## config.mk

```make
export PLATFORM = sky130hd
export DESIGN_NAME = rca_chunk_sequencer
export DESIGN_NICKNAME = d
export VERILOG_FILES = /design/src/rtl/rca_chunk_sequencer.sv
export SDC_FILE = /design/constraint.sdc
export NUM_CORES = 1
export LEC_CHECK = 0
export BUFFER_PORTS_ARGS = -buffer_cell sky130_fd_sc_hd__buf_2
export CORE_ASPECT_RATIO = 0.6
export CORE_UTILIZATION = 25
export CTS_BUF_LIST = sky130_fd_sc_hd__clkbuf_8
export CTS_CLUSTER_DIAMETER = 50
export DETAILED_ROUTE_END_ITERATION = 7
export GPL_ROUTABILITY_DRIVEN = 0
export SLEW_MARGIN = 10
export SYNTH_ARGS = -nofsm -noshare
export SYNTH_HDL_FRONTEND = slang
export SYNTH_SLANG_ARGS = --single-unit
```

## constraint.sdc

```tcl
create_clock -name clk -period 2.7 [get_ports clk]
set_input_delay 0 -clock clk [delete_from_list [all_inputs] [get_ports clk]]
set_output_delay 0 -clock clk [all_outputs]
set_load 0.1 [all_outputs]
```

## src/rtl/rca_chunk_sequencer.sv

```systemverilog
// rca_chunk_sequencer
//   Drives a DATA_W-bit addition through one external CHUNK_W-bit ripple-carry
//   adder, one chunk at a time, LSB chunk first. Each chunk's operands are held
//   on the adder for SETTLE cycles before its sum is sampled. The carry out of
//   each chunk becomes the carry in of the next chunk.
//
// Ports
//   clk, rst_n                 clock (rising edge), async active-low reset
//   in_valid/in_ready          operand handshake; in_a, in_b, in_cin operands
//   out_valid/out_ready        result handshake; out_sum, out_cout result
//   busy                       operation in flight or result pending
//   add_a, add_b, add_cin      registered drive to the external adder
//   add_sum, add_cout          external adder result
module rca_chunk_sequencer #(
  parameter int DATA_W  = 32,
  parameter int CHUNK_W = 16,
  parameter int SETTLE  = 32
) (
  input  logic               clk,
  input  logic               rst_n,
  input  logic               in_valid,
  output logic               in_ready,
  input  logic [DATA_W-1:0]  in_a,
  input  logic [DATA_W-1:0]  in_b,
  input  logic               in_cin,
  output logic               out_valid,
  input  logic               out_ready,
  output logic [DATA_W-1:0]  out_sum,
  output logic               out_cout,
  output logic               busy,
  output logic [CHUNK_W-1:0] add_a,
  output logic [CHUNK_W-1:0] add_b,
  output logic               add_cin,
  input  logic [CHUNK_W-1:0] add_sum,
  input  logic               add_cout
);

  localparam int NCHUNK = DATA_W / CHUNK_W;
  localparam int IDX_W  = (NCHUNK > 1) ? $clog2(NCHUNK) : 1;
  localparam int CNT_W  = (SETTLE > 1) ? $clog2(SETTLE) : 1;

  localparam logic [IDX_W-1:0] IDX_ONE  = IDX_W'(1);
  localparam logic [IDX_W-1:0] IDX_LAST = IDX_W'(NCHUNK - 1);
  localparam logic [CNT_W-1:0] CNT_ONE  = CNT_W'(1);
  localparam logic [CNT_W-1:0] CNT_LOAD = CNT_W'(SETTLE - 1);

  if ((DATA_W % CHUNK_W) != 0) begin : g_bad_width
    $error("rca_chunk_sequencer: DATA_W must be a multiple of CHUNK_W");
  end
  if (SETTLE < 1) begin : g_bad_settle
    $error("rca_chunk_sequencer: SETTLE must be at least 1");
  end

  typedef enum logic [1:0] {
    ST_IDLE = 2'd0,
    ST_WAIT = 2'd1,
    ST_DONE = 2'd2
  } state_e;

  state_e              state_r, state_s;
  logic [IDX_W-1:0]    idx_r, idx_s;
  logic [CNT_W-1:0]    cnt_r, cnt_s;
  logic [DATA_W-1:0]   a_r, a_s;
  logic [DATA_W-1:0]   b_r, b_s;
  logic [DATA_W-1:0]   sum_r, sum_s;
  logic                carry_r, carry_s;
  logic [CHUNK_W-1:0]  add_a_r, add_a_s;
  logic [CHUNK_W-1:0]  add_b_r, add_b_s;
  logic [DATA_W-1:0]   out_sum_r, out_sum_s;
  logic                out_cout_r, out_cout_s;

  function automatic logic [CHUNK_W-1:0] chunk_of(input logic [DATA_W-1:0] v,
                                                 input logic [IDX_W-1:0]  i);
    chunk_of = v[i*CHUNK_W +: CHUNK_W];
  endfunction

  // State and datapath registers; everything clears on reset, aborting any operation.
  always_ff @(posedge clk or negedge rst_n) begin
    if (!rst_n) begin
      state_r    <= ST_IDLE;
      idx_r      <= '0;
      cnt_r      <= '0;
      a_r        <= '0;
      b_r        <= '0;
      sum_r      <= '0;
      carry_r    <= 1'b0;
      add_a_r    <= '0;
      add_b_r    <= '0;
      out_sum_r  <= '0;
      out_cout_r <= 1'b0;
    end else begin
      state_r    <= state_s;
      idx_r      <= idx_s;
      cnt_r      <= cnt_s;
      a_r        <= a_s;
      b_r        <= b_s;
      sum_r      <= sum_s;
      carry_r    <= carry_s;
      add_a_r    <= add_a_s;
      add_b_r    <= add_b_s;
      out_sum_r  <= out_sum_s;
      out_cout_r <= out_cout_s;
    end
  end

  // Next-state and datapath update for the IDLE/WAIT/DONE sequence.
  always_comb begin
    state_s    = state_r;
    idx_s      = idx_r;
    cnt_s      = cnt_r;
    a_s        = a_r;
    b_s        = b_r;
    sum_s      = sum_r;
    carry_s    = carry_r;
    add_a_s    = add_a_r;
    add_b_s    = add_b_r;
    out_sum_s  = out_sum_r;
    out_cout_s = out_cout_r;
    case (state_r)
      ST_IDLE: begin
        if (in_valid) begin
          a_s     = in_a;
          b_s     = in_b;
          carry_s = in_cin;
          idx_s   = '0;
          cnt_s   = CNT_LOAD;
          add_a_s = in_a[CHUNK_W-1:0];
          add_b_s = in_b[CHUNK_W-1:0];
          state_s = ST_WAIT;
        end else begin
          state_s = ST_IDLE;
        end
      end
      ST_WAIT: begin
        if (cnt_r != '0) begin
          cnt_s = cnt_r - CNT_ONE;
        end else begin
          // Ripple has settled: capture this chunk and chain its carry.
          sum_s[idx_r*CHUNK_W +: CHUNK_W] = add_sum;
          carry_s = add_cout;
          if (idx_r == IDX_LAST) begin
            out_sum_s  = sum_s;
            out_cout_s = add_cout;
            state_s    = ST_DONE;
          end else begin
            idx_s   = idx_r + IDX_ONE;
            cnt_s   = CNT_LOAD;
            add_a_s = chunk_of(a_r, idx_s);
            add_b_s = chunk_of(b_r, idx_s);
          end
        end
      end
      ST_DONE: begin
        if (out_ready) begin
          state_s = ST_IDLE;
        end else begin
          state_s = ST_DONE;
        end
      end
      default: begin
        state_s = ST_IDLE;
      end
    endcase
  end

  // Handshake flags are pure decodes of the state register.
  assign in_ready  = (state_r == ST_IDLE);
  assign out_valid = (state_r == ST_DONE);
  assign busy      = (state_r == ST_WAIT) || (state_r == ST_DONE);
  assign out_sum   = out_sum_r;
  assign out_cout  = out_cout_r;
  assign add_a     = add_a_r;
  assign add_b     = add_b_r;
  assign add_cin   = carry_r;

endmodule

```

Yosys cells after proc, flatten, opt, wreduce, memory -nomap -nowiden. Cells that the tools add are included.

Add/subtract/negate cells: 3. Equal/unequal tests: 7. Shift-type cells: 4. Multiplexer cells: 25. Bitwise operators: 1. Reductions and logical operators: 11.

Operator list (number): 2-to-1 mux 16 bit (6); case mux 16 bit (2 select lines) (2); indexed part select 32 x 6 -> 16 bit (2); negation 5 -> 34 bit (1); variable shift 16 x 34 -> 32 bit, first input constant (1); indexed part select 16 x 34 -> 32 bit (1); bitwise mux 32 bit (1); 2-to-1 mux 5 bit (3); case mux 5 bit (2 select lines) (1); AND reduction 3 bit (3); != test 2 bit, second input constant (4); 2-to-1 mux 1 bit (6); 2-to-1 mux 2 bit (3); case mux 2 bit (3 select lines) (1); AND reduction 2 bit (3); nonzero test 5 bit (1); subtractor 5 x 1 -> 5 bit, second input constant (1); case mux 1 bit (2 select lines) (2); AND reduction 4 bit (1); != test 3 bit, second input constant (1); equality test 2 x 1 -> 1 bit, second input constant (1); equality test 2 bit, second input constant (1); zero test 2 bit (1); nonzero test 2 bit (1); 3 further kinds (3).

Flip-flop bits (word level): 170. Bits of input ports: 86. Output and inout bits: 69. Word-level logic and storage cells: 62.

Logic depth before layout (Yosys ltp). Gate-level depths: netlist (run 1).

Depth in word-level cells: 5. Depth in mapped cells: 8. Gate-level depth less buffers: 5.

Worst setup path before layout (run 1). No wires, ideal clock.

Path type: reg2reg. From: register state_r[0]. To: register add_a_r[11], in the netlist add_a[11]. Library setup time: 0.125 ns. Arrival time: 2.643 ns. Data required time: 2.575 ns. Setup slack: -0.068 ns. Cell stages (with the launch flop): 7. Buffers on the path: 1. Period minus slack after synthesis: 2.768 ns. Cells stage by stage: dfrtp_1 -> inv_1 -> ha_1 -> mux2i_1 -> a211oi_4 -> buf_6 -> mux2_2.

Cells in the longest elaborated chain, start to end: 3. Elaborated cells between the ends (all ways): 8. Those cells by class: eq/ne (4); mux (1); reduce/logical (3).

RTL lines: from (decl) (line 60) `state_e state_r, state_s;`; from (signal assigned) (line 92) `state_r <= state_s;`; zero test 2 bit (*); net in_ready (line 22) `output logic in_ready,`; != test 2 bit (no line) or nonzero test 2 bit (tied branches); AND reduction 4 bit (no line); to (signal assigned) (line 99) `add_a_r <= add_a_s;`; to (decl) (line 67) `logic [CHUNK_W-1:0] add_a_r, add_a_s;`.

Mark *: on every way through the listed nets, which the timed path passes. The rest lies on a longest branch. A chain may end at the register's enable or synchronous reset.

Worst setup path after layout (run 1).
From: register cnt_r[0]. To: register add_a_r[0], in the netlist add_a[0].

Cells in the longest elaborated chain, start to end: 3.

RTL lines: from (decl) (line 62) `logic [CNT_W-1:0] cnt_r, cnt_s;`; from (signal assigned) (line 94) `cnt_r <= cnt_s;`; nonzero test 5 bit (line 135) `if (cnt_r != '0) begin`; != test 2 bit (no line); AND reduction 4 bit (no line).

Every way passes these cells.

==> results of run 1 <==
-- final cells by class --
type | count | share of cell area (%)
Timing Repair Buffer | 251 | 20.88
Clock buffer | 21 | 3.439
Tap cell | 315 | 4.689
Inverter | 21 | 0.9378
Multi-Input combinational cell | 242 | 26.67
Clock inverter | 11 | 1.995
Sequential cell | 139 | 41.38
-- metrics by stage --
step	cells	hold slack (ps)	power (W)	setup slack, ps
3_3_place_gp	883	186.0	0.007428	468.5
5_1_grt	1000	273.6	0.009990	312.8
6_report	1000	231.6	0.009463	415.1
3_5_place_dp	883	184.8	0.007493	428.5
2_1_floorplan	431	-295.6	0.006639	348.3
4_1_cts	1000	237.4	0.009609	400.8
-- worst paths after layout --
| check | to | slack (ps) | cells past startpoint |
|---|---|---|---|
| max in group asynchronous | sum_r[3] | 1600 | 3 |
| min in group clk | b_r[28] | 320 | 3 |
| min reg2reg | out_sum[6] | 500 | 1 |
| max reg2reg | add_a[0] | 420 | 6 |
| max | add_a[0] | 420 | 6 |
| min | add_a[3] | 230 | 2 |
-- worst max-delay path, delay by kind of cell, from the launching register on --
kind	cells	cell delay (ps)
buf+inv	2	380
mux	1	360
flops	1	400
compound gates	1	280
simple gates	1	510
fa+ha+maj	1	220
-- flip-flops by register name, indices dropped and copies added (netlist names) --
register / flops
out_sum: 32
b_r: 28
a_r: 21
add_a: 16
add_b: 16
sum_r: 16
cnt_r: 5
state_r: 2
add_cin: 1
idx_r: 1
out_cout: 1
-- layer usage --
metal | part of all wire (%) | vias to the layer above
met2 | 45 | 83
met1 | 49 | 2085
met3 | 4.7 | 8
met4 | 1.1 | 0
li1 | - | 2013
met5 | 0 | -
-- cells by family after synthesis --
logic type	count (synthesis)	synth area share, %
AOI/OAI and AO/OA	45	4.733
adders and majority gates	5	1.052
buffers and inverters	50	3.975
DFF	139	58.48
muxes	151	28.02
and+or+nand+nor	41	3.744
-- power groups by stage --
stage | registers [W] | clock network (W) | logic, W
2_1_floorplan | 0.00491 | 0 | 0.00173
3_3_place_gp | 0.00313 | 0 | 0.00430
3_5_place_dp | 0.00314 | 0 | 0.00435
4_1_cts | 0.00310 | 0.00205 | 0.00446
5_1_grt | 0.00319 | 0.00214 | 0.00466
6_report | 0.00310 | 0.00195 | 0.00441
-- cell usage in the layout, fill, tap and decap left out, types with 2 or more instances in the layout --
cell,n
buf_2,153
dfrtp_1,139
mux2_2,115
dlygate4sd3_1,85
mux2i_1,33
inv_1,23
a21oi_1,23
nor2_1,21
clkbuf_8,21
o22ai_1,14
buf_4,9
bufinv_16,4
nand2b_1,3
nor4_1,3
nor3_1,3
ha_1,3
clkinvlp_4,3
buf_12,3
mux2_4,2
o41ai_1,2
ha_2,2
clkinv_4,2
-- cell usage after synthesis (2+ instances only) --
cell type / count / area share (%)
a21oi_1: 23 / 1.9
buf_1: 2 / 0.13
buf_2: 3 / 0.25
buf_4: 2 / 0.25
buf_6: 5 / 0.95
clkbuf_1: 17 / 1.1
dfrtp_1: 139 / 58
ha_1: 5 / 1.1
inv_1: 21 / 1.3
mux2_2: 115 / 22
mux2_4: 2 / 0.50
mux2i_1: 33 / 5.6
nand2_1: 2 / 0.13
nand2b_1: 3 / 0.32
nor2_1: 21 / 1.3
nor3_1: 3 / 0.25
nor4_1: 3 / 0.32
o22ai_1: 14 / 1.5
o41ai_1: 2 / 0.29
-- what timing repair did --
action | CTS | global route
endpoints found under the setup margin | 0 | 0
hold buffers | 85 | 0
resized for setup | 0 | 0
endpoints found under the hold margin | 212 | 0
setup buffers | 0 | 0
==> results.md, run 1 <==
* PortBufs at 154
* Clk slew on worst S/H paths at 90 ps
* Register Area at roughly 0.0035 mm^2
* DRC viols at 0
* Ant diodes at 0
* Die area at 0.02443 mm^2
* Setup tns final at 0 ps
* Drt pass-1 iters at 4
* Post-synth EDFFs at 0
* RR Startpoint: cnt_r[0]
* Worst setup EP type: flip-flop
* Sw Pwr at 0.004325 W
* Gate power share at approximately 47%
* GR Util met3 at 3.974%
* Maximum fanout along the worst path at 33
* Final core utilization at about 36%
* GRT Util Overall at 12.89%
* Type of origin of the critical path: flip-flop
* Clock Skews at 14.03 ps
* Worst path slowest cell: or4b_4
* Post-Synthesis Cells at roughly 430
* Post-Route WL at 14730 um
* Register area share after synthesis at 58.48%
* Peak VDD IR at 697.6 uV
* HP Class: in2async
* Met1 global-route usage at 17.29%
* Slew HR at 39.07%
* Row count at 43
* Fmax at 0.4377 GHz
* Status: complete, no violations
* Syn_area_per_cell at 13.80 um^2
* Worst slew pin tran at 913.9 ps
* Placed Area at between 0.007 and 0.008 mm^2
* Core area at 0.02324 mm^2
* #FFs+latches synth at 139
* Arrival time worst endpoint at 2610 ps
* Max Slew Vio Count at 0
* Initial core utilization at between 20% and 30%
* Count of cell types in the netlist at 35
* Crit-path max cell delay at 510 ps
* Internal power at about 0.005 W
* Critical Path RT at about 3000 ps
* Filler cells at 2350
* Vias in the first global route at roughly 4.4k
* Final-report hold violation count at 0
* Minimum clock period at around 2300 ps
* Crit path cell chain: inv_1 -> ha_1 -> or4b_4 -> a211oi_4 -> buf_12 -> mux2_2
* Die width at a little over 200 um
* Final ANT Viol Nets at 0
* Via count at between 4k and 5k
* Post-synth ARST share at 100.0%
* Sink Count at 139
* DR vias/cell at 4.189
* Met2 Track Usage GR at 19.51%
* Max Cap Violations at 0
* Share of cells above drive strength 1 at 46.86%
* NumNets Final at about 760
* CTS tree: done
* Clock power share at 20.6%
* Primary FF master, synth: dfrtp_1
* Antenna violations before repair at 0
* DRT iter0 DRCs at 207
* Largest net degree at the start of global routing at 99
* RSZ-0062 raised after global routing: no
* H-tree lvl count at 4
* Yosys warns at 0
* Die height at 121.5 um
* Area growth syn-to-layout at 41.31%
* IO Pins at 155
* Sw frac at 45.70%
* Leak Pwr at 3.945 nW
* PwrDens at about 1100 mW/mm^2
* CTS buffer count at 17
* Area of the multi-input gates at 0.002242 mm^2
* Critical Path Start: cnt_r[0]
* Synthesized Nets at between 500 and 600
* HPWL after DPL at 9263 um
* Clk Latency, worst-skew pair at 440 ps
* Fin crit share at 84.62%
* First-pass GRT wire length at 23810 um
* Routed WL per cell at 14.73 um
* Root buf cell: clkbuf_8
* Grt total ovfl at 0
* Most Crowded Layer GR: met2
* Mapped cell area at 0.005948 mm^2
* CTS max path bufs at 2
* CP Class: reg2reg
* Final setup violation count at 0
* Design Area, Final at between 0.008 and 0.009 mm^2
* Sequential power share at 32.7%
(Power assumes the default switching activity.)
==> run 2, diff against run 1 <==
ABC_AREA = 1   (was unset)
clock period = 2.2 ns   (was 2.7 ns; I/O delays follow)
==> run 2 against run 1 <==
Against the previous run:
- first-iteration DRC count rose to 3.0 times the previous value
- wire length rose by 66%
- via count increased by 73%
- sequential cell count increased by 31
- clock skew rose by 9.8 ps
==> results.md, run 2 <==
* Status: complete, no violations
* CTS max path bufs at 2 (unchanged)
* RR Startpoint: state_r[1]
* Maximum fanout along the worst path at 26 (-21%)
* PwrDens at 1366 mW/mm^2 (+21%)
* Slew HR at 55.27% (+16 points)
* Critical Path RT at 2630 ps (-390 ps)
* Root buf cell: clkbuf_8
* Overall Power at 0.01432 W (+51%)
* Hold-fix buffers at CTS at 85 (unchanged)
* Minimum clock period at 1955 ps (-329.9 ps)
* RSZ-0062 raised after global routing: no
* Final setup violation count at 0 (unchanged)
* Clk slew on worst S/H paths at 100 ps (about the same)
* Synth area leaders: dfrtp_1 (54%), nand2_1 (20%), o21ai_0 (11%)
* Reg2Reg Depth at 8 (+2)
* Commonest non-fill, non-tap cell in the layout: nand2_1
* CP Class: reg2reg
* Die width at 231.4 um (+15%)
* Core area at 0.03047 mm^2 (+31%)
* Final-report hold violation count at 0 (unchanged)
* Peak VDD IR at 913.9 uV (+31%)
* DRT iter0 DRCs at 611 (+200%)
* NumNets Final at 1316 (+72%)
* Post-placement cell count at 1529 (+73%)
* Drt pass-1 iters at 5 (+1)
* Fin crit share at 88.86% (+4.2 points)
* Leak Pwr at 5.046 nW (+28%)
* Final non-filler cell total at 1646 (+65%)
* #FFs+latches synth at 170 (+22%)
* Filler cells at 3232 (+38%)
* Design Area, Final at 0.01048 mm^2 (+25%)
* Post-CTS setup buffer count at 0 (unchanged)
* First-pass GRT wire length at 38990 um (+64%)
* Sink Count at 170 (+22%)
* Largest net degree at the start of global routing at 67 (-32%)
* Primary FF master, synth: dfrtp_1
* Initial core utilization at 25.90% (+0.31 points)
* Gates resized, CTS repair at 0 (unchanged)
* Post-synth ARST share at 100.0% (unchanged)
* Count of cell types in the netlist at 22 (-37%)
* Antenna violations before repair at 1 (+1)
* Mapped cell area at 0.007891 mm^2 (+33%)
* Most common cell in the netlist: nand2_1
* HPWL after DPL at 16370 um (+77%)
* Fmax at 0.5115 GHz (+17%)
* Type of origin of the critical path: flip-flop
* Crit-path max cell delay at 450 ps (-60 ps)
* Hold slack at 99.16 ps (-132.5 ps)
* HP Class: in2async
* Ant diodes at 0 (unchanged)
* Die height at 139.6 um (+15%)
* Post-Synthesis Cells at 1009 (+130%)
* IO Pins at 155 (unchanged)
* Via count at 7228 (+73%)
* Clk Latency, worst-skew pair at 490 ps (+50 ps)
* Register area share after synthesis at 53.91% (-4.6 points)
* Worst slew pin tran at 670.9 ps (-243.0 ps)
* Post-synth EDFFs at 0 (unchanged)
* Yosys warns at 0 (unchanged)
* PortBufs at 154 (unchanged)
* Setup tns final at 0 ps (unchanged)
* Synthesized Nets at 1100 (+110%)
* Most frequent cells in the layout: nand2_1 (413), dfrtp_1 (169), o21ai_0 (167), buf_2 (153), inv_1 (106)
* Final ANT Viol Nets at 0 (unchanged)
* H-tree lvl count at 4 (unchanged)
* GRT Util Overall at 15.76% (+2.9 points)
* Syn_area_per_cell at 7.821 um^2 (-43%)
* CTS buffer count at 17 (unchanged)
* Share of cells above drive strength 1 at 18.01% (-29 points)
* Worst setup EP type: flip-flop
* Die area at 0.03230 mm^2 (+32%)
* Worst path slowest cell: dfrtp_1
* Arrival time worst endpoint at 2380 ps (-230 ps)
* Setup slack, reg-to-reg at 250 ps (-170 ps)
* Synth top area share at 53.91% (-4.6 points)
* Placed Area at 0.009170 mm^2 (+29%)
* DR vias/cell at 4.391 (+4.8%)
* Clock Skews at 23.87 ps (+9.841 ps)
* CTS tree: done
* FF-to-FF End: add_a[1]
* Commonest cells post-synth: nand2_1 (414), dfrtp_1 (170), o21ai_0 (167), inv_1 (108), nand3_1 (34)
* Area growth syn-to-layout at 32.81%
* Max Slew Vio Count at 0 (unchanged)
* Row count at 49 (+14%)
* Crit path cell chain: inv_1 -> ha_2 -> buf_4 -> nand2_4 -> nand3_2 -> buf_4 -> nand2_1 -> nand2_1
* Synth area leader: dfrtp_1
* DRC viols at 0 (unchanged)
* Routed WL per cell at 14.82 um (+0.61%)
* Post-Route WL at 24400 um (+66%)
* Max Cap Violations at 0 (unchanged)
* Vias in the first global route at 6920 (+56%)
* Grt total ovfl at 0 (unchanged)
[run 2: cell types whose count changed after synthesis, moves of 9 or more]
cell,delta
dfrtp_1,+31
buf_2,+29
nor2_1,-18
nand3_1,+33
mux2_2,-115
mux2i_1,-32
a21oi_1,-23
nand2_1,+412
o21ai_0,+167
o22ai_1,-14
inv_1,+87
nand4_1,+32
clkbuf_1,+9
[run 2: worst max-delay path by stage]
stage	from	slack, ps	cells past startpoint	to
finish	state_r[1]	250	8	add_a[1]
global placement	state_r[1]	360	7	out_sum[16]
CTS	state_r[1]	260	8	add_a[1]
floorplan	state_r[0]	230	8	add_a[0]
detailed placement	state_r[1]	280	8	add_a[1]
global route	state_r[1]	70	8	add_a[0]
[run 2: metal layers]
metal | part of all wire [%] | vias up | global-route usage, % | wire length [um]
li1 | - | 3595 | - | -
met1 | 52 | 3402 | 23.88 | 12640
met2 | 41 | 204 | 21.86 | 10000
met3 | 6.0 | 25 | 4.098 | 1466
met4 | 1.1 | 2 | 3.974 | 269
met5 | 0.053 | - | 0 | 13
[run 2: critical path: cells and delay by family (launching register included)]
family	cells	cell delay, ps
flip-flops	1	450
adder cells (fa/ha/maj)	1	210
buffers and inverters	3	670
AND/OR/NAND/NOR	4	570
[run 2: cell type report]
class	count	area (um^2)	area share [%]
Clock inverter	13	197.7	1.886
Inverter	109	410.4	3.916
Multi-Input combinational cell	667	2959	28.24
Timing Repair Buffer	260	1886	17.99
Tap cell	408	510.5	4.871
Clock buffer	19	261.5	2.495
Sequential cell	170	4255	40.60
[run 2: cells by family after synthesis]
group	after synthesis	share of synthesized area (%)
AO/OA/AOI/OAI	170	10.94
buffers and inverters	172	8.689
flip-flops	170	53.91
AND/OR/NAND/NOR	491	25.54
multiplexers	1	0.1268
adder cells (fa/ha/maj)	5	0.7928
[run 2: report_power, final]
group          leakage, nW  total (W)  switching [W]  internal (W)
Clock                0.229    0.00264        0.00131       0.00133
Sequential            1.87    0.00460       0.000446       0.00415
Combinational         2.95    0.00708        0.00549       0.00159
[run 2: stage by stage]
step / util (%) / worst slack, ps
6_report: 34.39 / 245.0
5_1_grt: 34.39 / 73.07
4_1_cts: 34.39 / 256.9
3_5_place_dp: 30.09 / 276.6
3_3_place_gp: 30.09 / 357.9
2_1_floorplan: - / 227.1
==> run 3, diff against run 2 <==
PLACE_DENSITY = 0.45   (was unset)
==> run 3 against run 2 <==
Against the previous run:
- sequential cell count stayed put
- worst hold slack got worse by 42 ps
- critical endpoint is now cnt_r[0]
- clock-buffer cell count did not move
- register-to-register slack lost 20 ps
- final cell count is 0.12% higher
- sequential power hardly changed
- first-iteration DRC count fell by 15%
- setup slack got worse by 21 ps
- cell area fell by 0.41%
- clock skew fell by 10 ps
- utilization shrank 0.14 points
==> results.md, run 3 (same netlist as run 2, synthesis figures left out) <==
* Minimum clock period at 1976 ps (+20.99 ps)
* Most frequent cells in the layout: nand2_1 (413), dfrtp_1 (169), o21ai_0 (167), buf_2 (153), inv_1 (110)
* CTS buffer count at 17 (unchanged)
* Overall Power at 0.01414 W (-1.2%)
* Max Slew Vio Count at 0 (unchanged)
* Fmax at 0.5061 GHz (-1.1%)
* Share of cells above drive strength 1 at 17.90% (-0.11 points)
* GRT Util Overall at 16.35% (+0.59 points)
* First-pass GRT wire length at 40440 um (+3.7%)
* Clk Latency, worst-skew pair at 480 ps (about the same)
* CP Class: reg2reg
* Final-report hold violation count at 0 (unchanged)
* Root buf cell: clkbuf_8
* Crit-path max cell delay at 430 ps (-20 ps)
* Worst path depth at 9 (+1)
* IO Pins at 155 (unchanged)
* Clk slew on worst S/H paths at 90 ps (about the same)
* Slew HR at 64.07% (+8.8 points)
* PortBufs at 154 (unchanged)
* CTS max path bufs at 2 (unchanged)
* HP Class: in2async
* Reg2Reg Depth at 9 (+1)
* DRT iter0 DRCs at 520 (-15%)
* Clock Skews at 13.52 ps (-10.36 ps)
* Ant diodes at 0 (unchanged)
* Peak VDD IR at 1438 uV (+57%)
* Worst setup EP type: flip-flop
* Worst path slowest cell: dfrtp_1
* Via count at 7129 (-1.4%)
* Die height at 139.6 um (unchanged)
* DRC viols at 0 (unchanged)
* Antenna violations before repair at 0 (-1)
* Die width at 231.4 um (unchanged)
* Final setup violation count at 0 (unchanged)
* H-tree lvl count at 4 (unchanged)
* CTS tree: done
* Hold slack at 56.68 ps (-42.48 ps)
* Type of origin of the critical path: flip-flop
* Post-Route WL at 25210 um (+3.3%)
* Fin crit share at 89.82% (+0.95 points)
* Row count at 49 (unchanged)
* HPWL after DPL at 16670 um (+1.9%)
* Max Cap Violations at 0 (unchanged)
* Worst slew pin tran at 542.7 ps (-128.2 ps)
* Grt total ovfl at 0 (unchanged)
* Vias in the first global route at 6931 (+0.16%)
* Critical path buffers and inverters at 3 (unchanged)
* Initial core utilization at 25.90% (unchanged)
* Status: complete, no violations
* Die area at 0.03230 mm^2 (unchanged)
* Commonest non-fill, non-tap cell in the layout: nand2_1
* RSZ-0062 raised after global routing: no
* Core area at 0.03047 mm^2 (unchanged)
* Final ANT Viol Nets at 0 (unchanged)
* Leak Pwr at 5.048 nW (about the same)
* Crit path max-delay family: buffers and inverters
* Setup tns final at 0 ps (unchanged)
* Cell mode on critical path: nand2_1
* DR vias/cell at 4.326 (-1.5%)
* NumNets Final at 1319 (+0.23%)
* Area growth syn-to-layout at 32.27%
* PwrDens at 1355 mW/mm^2 (-0.80%)
* Crit path cell chain: inv_1 -> ha_2 -> nand2_1 -> o21ai_4 -> buf_4 -> inv_1 -> nor2_1 -> nand2_1 -> nand2_1
* Largest net degree at the start of global routing at 102 (+52%)
* Maximum fanout along the worst path at 24 (-7.7%)
* Sink Count at 170 (unchanged)
* Critical Path RT at 2620 ps (about the same)
* Routed WL per cell at 15.30 um (+3.2%)
* Drt pass-1 iters at 5 (unchanged)
* Arrival time worst endpoint at 2390 ps (about the same)
-- run 3: cell count changes in the layout (fill, tap and decap cells not counted), sizes merged --
| cell | delta |
|---|---|
| buf | +3 |
| clkbuf | +1 |
| clkinv | +2 |
| dlygate4sd3 | -1 |
| inv | -3 |
-- run 3: timing repair --
item | 4_1_cts | 5_1_grt
hold endpoints to repair | 332 | 0
setup buffers | 0 | 0
setup endpoints to repair | 0 | 0
gates resized for setup | 0 | 0
hold buffers | 84 | 0
-- run 3: worst register-to-register path: stages, from the launching register on --
cell and delay [ps]:
dfrtp_1 430, inv_1 140, ha_2 240, nand2_1 150
o21ai_4 100, buf_4 320, inv_1 110, nor2_1 270
nand2_1 80, nand2_1 70
-- run 3: path summary, 6_finish.rpt --
check	start	endpoint	slack, ps
worst max register to register	state_r[0]	cnt_r[0]	220
worst min-delay path	rst_n	out_sum[14]	60
worst min register to register	add_a[10]	add_a[10]	480
worst max-delay path	state_r[0]	cnt_r[0]	220
max in group asynchronous	rst_n	a_r[20]	1390
min in group clk	in_valid	state_r[0]	90
-- run 3: where the power goes --
group          switching (W)  internal [W]  leakage [nW]  total, W
combinational        0.00546       0.00160          2.95   0.00706
clock                0.00121       0.00127         0.226   0.00248
sequential          0.000452       0.00415          1.87   0.00460
total                0.00712       0.00702          5.05    0.0141
-- run 3: final cells by class --
class / instances / area [um^2]
Inverter: 109 / 410.4
Clock inverter: 12 / 157.7
Tap cell: 408 / 510.5
Timing Repair Buffer: 263 / 1883
Sequential cell: 170 / 4255
Multi-Input combinational cell: 667 / 2959
Clock buffer: 19 / 261.5
Fill cell: 3219 / 20030
-- run 3: metal layers --
metal | track usage, % | vias up | routed length (um)
met4 | 3.974 | 0 | 231
met5 | 0 | - | 0
met2 | 21.97 | 130 | 10110
li1 | - | 3601 | -
met3 | 4.037 | 16 | 1176
met1 | 25.53 | 3382 | 13690
-- run 3: per-stage QoR --
| stage | instances | setup slack [ps] | utilization, % | instance area (um^2) |
|---|---|---|---|---|
| after global routing | 1648 | 13.31 | 34.25 | 10440 |
| after CTS | 1648 | 248.1 | 34.25 | 10440 |
| after global placement | 1533 | 352.6 | 30.12 | 9178 |
| after detailed placement | 1533 | 274.9 | 30.12 | 9178 |
| final | 1648 | 224.1 | 34.25 | 10440 |
| after floorplan | 1009 | 227.1 | - | 7894 |
